## src/rtl/sync_filter_bank.sv

```systemverilog
// Multi-channel input conditioner: N-flop synchroniser, stable-count glitch filter,
// edge pulses and sticky W1C event flags. `define SYNC_BANK_FILTER_EN enables the counter filter.

module sync_filter_lane #(
  parameter int   STAGES    = 2,
  parameter int   FILT_CNT  = 4,
  parameter logic RESET_BIT = 1'b0
) (
  input  logic clk,
  input  logic reset,
  input  logic async_in,
  input  logic clear,
  output logic sync_out,
  output logic filt_out,
  output logic rise_pulse,
  output logic fall_pulse,
  output logic event_sticky
);

  logic [STAGES-1:0] chain;
  logic              change;
  logic              rise_next;
  logic              fall_next;

  // Only chain[0] ever sees the asynchronous level.
  always_ff @(posedge clk) begin
    if (reset) chain <= {STAGES{RESET_BIT}};
    else       chain <= {chain[STAGES-2:0], async_in};
  end

  assign sync_out = chain[STAGES-1];

`ifdef SYNC_BANK_FILTER_EN
  localparam int CW = $clog2(FILT_CNT + 1);

  logic [CW-1:0] cnt;

  // Counter tracks consecutive cycles of disagreement; any agreement restarts it.
  assign change = (sync_out != filt_out) && (cnt == CW'(FILT_CNT - 1));

  always_ff @(posedge clk) begin
    if (reset)                              cnt <= '0;
    else if ((sync_out == filt_out) || change) cnt <= '0;
    else                                    cnt <= cnt + 1'b1;
  end
`else
  assign change = (sync_out != filt_out);
`endif

  assign rise_next = change &  sync_out;
  assign fall_next = change & ~sync_out;

  // A new edge in the same cycle as clear keeps the flag set.
  always_ff @(posedge clk) begin
    if (reset) begin
      filt_out     <= RESET_BIT;
      rise_pulse   <= 1'b0;
      fall_pulse   <= 1'b0;
      event_sticky <= 1'b0;
    end else begin
      if (change) filt_out <= sync_out;
      rise_pulse   <= rise_next;
      fall_pulse   <= fall_next;
      event_sticky <= (event_sticky & ~clear) | rise_next | fall_next;
    end
  end

endmodule

module sync_filter_bank #(
  parameter int               WIDTH     = 8,
  parameter int               STAGES    = 2,
  parameter int               FILT_CNT  = 4,
  parameter logic [WIDTH-1:0] RESET_VAL = {WIDTH{1'b0}}
) (
  input  logic             clk,
  input  logic             reset,
  input  logic [WIDTH-1:0] async_in,
  input  logic [WIDTH-1:0] clear,
  output logic [WIDTH-1:0] sync_out,
  output logic [WIDTH-1:0] filt_out,
  output logic [WIDTH-1:0] rise_pulse,
  output logic [WIDTH-1:0] fall_pulse,
  output logic [WIDTH-1:0] event_sticky,
  output logic             any_event
);

  if (WIDTH < 1 || WIDTH > 32)       begin : g_bad_width $error("WIDTH out of range");    end
  if (STAGES < 2 || STAGES > 4)      begin : g_bad_stages $error("STAGES out of range");  end
  if (FILT_CNT < 1 || FILT_CNT > 255) begin : g_bad_cnt $error("FILT_CNT out of range"); end

  for (genvar i = 0; i < WIDTH; i++) begin : g_lane
    sync_filter_lane #(
      .STAGES    (STAGES),
      .FILT_CNT  (FILT_CNT),
      .RESET_BIT (RESET_VAL[i])
    ) u_lane (
      .clk          (clk),
      .reset        (reset),
      .async_in     (async_in[i]),
      .clear        (clear[i]),
      .sync_out     (sync_out[i]),
      .filt_out     (filt_out[i]),
      .rise_pulse   (rise_pulse[i]),
      .fall_pulse   (fall_pulse[i]),
      .event_sticky (event_sticky[i])
    );
  end

  assign any_event = |event_sticky;

endmodule

```

## config.mk

```make
export PLATFORM = sky130hd
export DESIGN_NAME = sync_filter_bank
export DESIGN_NICKNAME = d
export VERILOG_FILES = /design/src/rtl/sync_filter_bank.sv
export SDC_FILE = /design/constraint.sdc
export NUM_CORES = 1
export LEC_CHECK = 0
export BUFFER_PORTS_ARGS = -buffer_cell sky130_fd_sc_hd__buf_4
export CAP_MARGIN = 20
export CORE_MARGIN = 3
export CORE_UTILIZATION = 40
export DETAILED_ROUTE_END_ITERATION = 8
export PLACE_DENSITY = 0.68
export REMOVE_ABC_BUFFERS = 1
export SYNTH_ARGS = -nofsm -noshare
export SYNTH_HDL_FRONTEND = slang
export SYNTH_SLANG_ARGS = --single-unit
```

## constraint.sdc

```tcl
create_clock -name clk -period 1.45 [get_ports clk]
set_input_delay 0.29 -clock clk [delete_from_list [all_inputs] [get_ports clk]]
set_output_delay 0.29 -clock clk [all_outputs]
set_load 0.01 [all_outputs]
```

After elaboration in Yosys (flattened, before gate mapping)
Cells that the tools add are included.

Flip-flop bits (word level): 48. Input port bits: 18. Logic and storage cells: 105.

Equality and inequality tests: 8. Bitwise logic cells: 56. Reduce and logical (&&, ||, !) cells: 1.

Operators with widths (number): AND 1 bit (24); NOT 1 bit (16); OR 1 bit (16); inequality test 1 bit (8); OR reduction 8 bit (1).

Logic depth before layout (Yosys ltp)
Depth in word-level cells: 4. Depth in mapped cells: 4.

Hierarchy
A second synthesis with hierarchy kept.

Cells, all modules: 155. Area total of the unflattened synthesis: 1757.9 um^2.

Modules (own cells, without submodules): sync_filter_lane (instances 8, cells an instance 19, area each 217.7 um^2, seq. area each 120.1 um^2); sync_filter_bank (instances 1, cells an instance 3, area each 16.3 um^2, seq. area each 0.0 um^2).

Worst setup path before layout
No wires, ideal clock.

Kind: register -> register. Start point: reg g_lane[0].u_lane.filt_out. End point: reg g_lane[0].u_lane.filt_out. Library setup time: 0.114 ns. Data arrival time: 0.874 ns. Data required time: 1.336 ns. Slack: 0.462 ns. Stages on the path, launching flop included: 5. Clock period less this slack: 0.988 ns. Cells stage by stage: dfxtp_1 > inv_1 > ha_1 > mux2i_1 > nor2_1.

Longest elaborated chain between the ends: 1.

RTL lines: from (decl) (line 14) `output logic filt_out,`; from (signal assigned) (line 61) `if (change) filt_out <= sync_out;`; inequality test 1 bit (line 47) `assign change = (sync_out != filt_out);`.

Every way passes these cells. A chain may end at the register's enable or synchronous reset.

Worst setup path after layout
Start point: reg g_lane[4].u_lane.event_sticky. End point: out any_event.

Longest elaborated chain between the ends: 1.

RTL lines: from (decl) (line 17) `output logic event_sticky`; from (signal assigned) (line 64) `event_sticky <= (event_sticky & ~clear) | rise_next | fall_next;`; OR reduction 8 bit (line 110) `assign any_event = |event_sticky;`; to (decl) (line 85) `output logic any_event`.

Every way passes these cells.

==> results.ini <==
[power]
fin_total_pwr_mw = 2.388
ir_drop_mv = 0.5736
leakage_nw = 1.068
p_per_area_nw_per_um2 = 1019

[clock_network]
clkTransAtPathRegs_ns = 0.08
cts_max_level = 2
root_buffer = clkbuf_8
cts_buffers = 5
clk_latency_ns = 0.29
cts_tree = yes
cts.path.max_buffers = 2
cts.sinks = 48

[sta]
rsz0062_at_grt = true
slew-limit-headroom_pct = 64.00
fmax_mhz = 710.0
finalHoldViolCount = 0
min_period_ns = 1.409
setup-tns-final_ns = 0
finalClockSkew_ns = 0.003096
tightest_slew_ns = 0.5400
slew_viol_final = 0
setup_violations = 0
fin_crit_sh_pct = 97.14

[route]
dr.pass1.iters = 3
met1_length_mm = 1.221
drt.antenna.violating_nets = 0
vias = 1181
wl_met2_mm = 1.455
wl_mm = 2.969
avgViaCountPerCell = 4.087
route.top_layer_used = met4
drc = 0
initialDrtViolationCount = 35
route.met3.wl_um = 232
wl_per_cell_um = 10.27

[min_path]
hold_class = in -> reg

[global_routing]
grt_pass1_vias = 1123
track_usage_pct = 10.88
antenna_found_initial = 0
grt_max_degree = 49
grt-ovfl-total = 0
grt_pass1_wl_mm = 5.071

[yosys]
synth.area.top_cells = dfxtp_1 47%, buf_4 15%, ha_1 9.8%, nor2b_1 8.6%, mux2i_1 3.9%
synth.distinct_cells = 15
syn_avg_cell_area_um2 = 10.24
synth_top_cell_area_share_pct = 46.92
syn-cell-area_um2 = 2048
synth_seq_cells = 48
seq_area_frac_synth_pct = 46.92
syn_inst = 200
synth_top_area_cell = dfxtp_1
yosysWarnings = 0

[worst_setup_path]
r2r_slack_ns = 0.38
worstPathArrival_ns = 1.12
r2r_start = g_lane[7].u_lane.filt_out
crit_fanout = 3
crit_required_ns = 1.16
r2r-end = g_lane[7].u_lane.filt_out
critPathLaunch = g_lane[4].u_lane.event_sticky
critPathLaunchType = flop
setup.worst_path.end_class = output pin
max_stage_delay_ns = 0.33
rr_worst_depth = 4
critical_path_class = reg -> out
worstSetupEndpoint = any_event
crit_slowest_cell = dfxtp_1
path_cells = nor4_1, nand2_1, buf_6

[final_layout]
drive_gt1_share_pct = 36.04
seqCellArea_um2 = 964.7
final_common_cell = buf_4
multi_input_area_um2 = 698.2
syn2layout_area_growth_pct = 14.42
final_nets = 255
final_cell_mix = 58 x buf_4, 45 x dfxtp_1, 28 x nor2b_1
nFillCells = 488
diodes = 0
final_area_um2 = 2344

[floorplan]
die_h_um = 77.56
die-area_um2 = 6015
core_um2 = 4848
dieWidth_um = 77.56
pin_count = 59
num_rows = 25
start_util_pct = 42.25

[placed_design]
port_buffers = 58
finalWeightedCongestion = 0.6703
dp_hpwl_mm = 2.140
place_area_um2 = 2223

[outcome]
status = finished clean

[run]
cap_violations = 0

worst min path at each step:
stage                                    from                            end  slack [ns]  cells past startpoint
floorplan                               reset  g_lane[0].u_lane.event_sticky        0.35                      1
global placement    g_lane[0].u_lane.chain[0]      g_lane[0].u_lane.chain[1]        0.42                      1
detailed placement  g_lane[3].u_lane.chain[0]      g_lane[3].u_lane.chain[1]        0.42                      1
CTS                               async_in[7]      g_lane[7].u_lane.chain[0]        0.19                      2
global route                      async_in[4]      g_lane[4].u_lane.chain[0]        0.19                      2
finish                            async_in[4]      g_lane[4].u_lane.chain[0]        0.21                      2
routing by layer:
layer	up-vias	GRT usage [%]
met5	-	0
met4	0	5.338
met3	8	4.408
met2	38	18.31
met1	522	11.81
li1	613	-
synth_stat cells:
cell type / number
nand2b_1: 8
inv_1: 16
nor4_1: 2
mux2i_1: 8
nor2b_1: 28
buf_2: 2
nor2b_2: 4
nand2_1: 1
buf_4: 40
a21oi_2: 7
a21oi_1: 1
buf_6: 3
dfxtp_1: 48
ha_1: 16
nor2_1: 16
power by group:
| part | leakage, nW | switching (mW) | internal (mW) |
|---|---|---|---|
| sequential | 0.393 | 0.0270 | 1.36 |
| combinational | 0.629 | 0.0936 | 0.127 |
| clock | 0.0455 | 0.392 | 0.389 |
worst max-delay path, delay by kind of cell (launching register included):
family / cells / cell delay, ns
AND/OR/NAND/NOR: 2 / 0.37
flip-flops: 1 / 0.33
buffers and inverters: 1 / 0.13
layout make-up:
type / instances / share of cell area [%]
repair buffers: 59 / 19.06
well taps: 67 / 3.577
multi-input cells: 91 / 29.79
inverters: 16 / 2.563
flip-flops and latches: 48 / 41.16
clock buffers: 8 / 3.844
kinds of logic after synthesis:
| group | Yosys count | share of synthesized area (%) |
|---|---|---|
| fa+ha+maj | 16 | 9.774 |
| compound gates | 8 | 3.237 |
| mux | 8 | 3.910 |
| simple gates | 59 | 16.43 |
| flops | 48 | 46.92 |
| buf+inv | 61 | 19.73 |
repair_timing:
item / 4_1_cts / 5_1_grt
buffers inserted: 1 / 0
setup endpoints to repair: 1 / 1
hold buffers: 0 / 0
gates resized for setup: 3 / 3
hold endpoints to repair: 0 / 0
pin swaps: 2 / 1
metrics by stage:
step	hold WS (ns)	instances	worst slack (ns)	utilization [%]
6_report	0.2060	289	0.04149	48.34
3_5_place_dp	0.4220	280	0.2682	45.86
4_1_cts	0.1930	289	0.002283	48.21
5_1_grt	0.1938	289	-0.03332	48.34
3_3_place_gp	0.4162	280	0.2828	45.86
2_1_floorplan	0.3524	155	0.3993	-
state kept, by name, indices dropped and copies added, names as in the netlist:
register,flops
g_lane.u_lane.chain,16
g_lane.u_lane.fall_pulse,8
g_lane.u_lane.rise_pulse,8
g_lane.u_lane.event_sticky,8
g_lane.u_lane.filt_out,8
(Power assumes the default switching activity.)
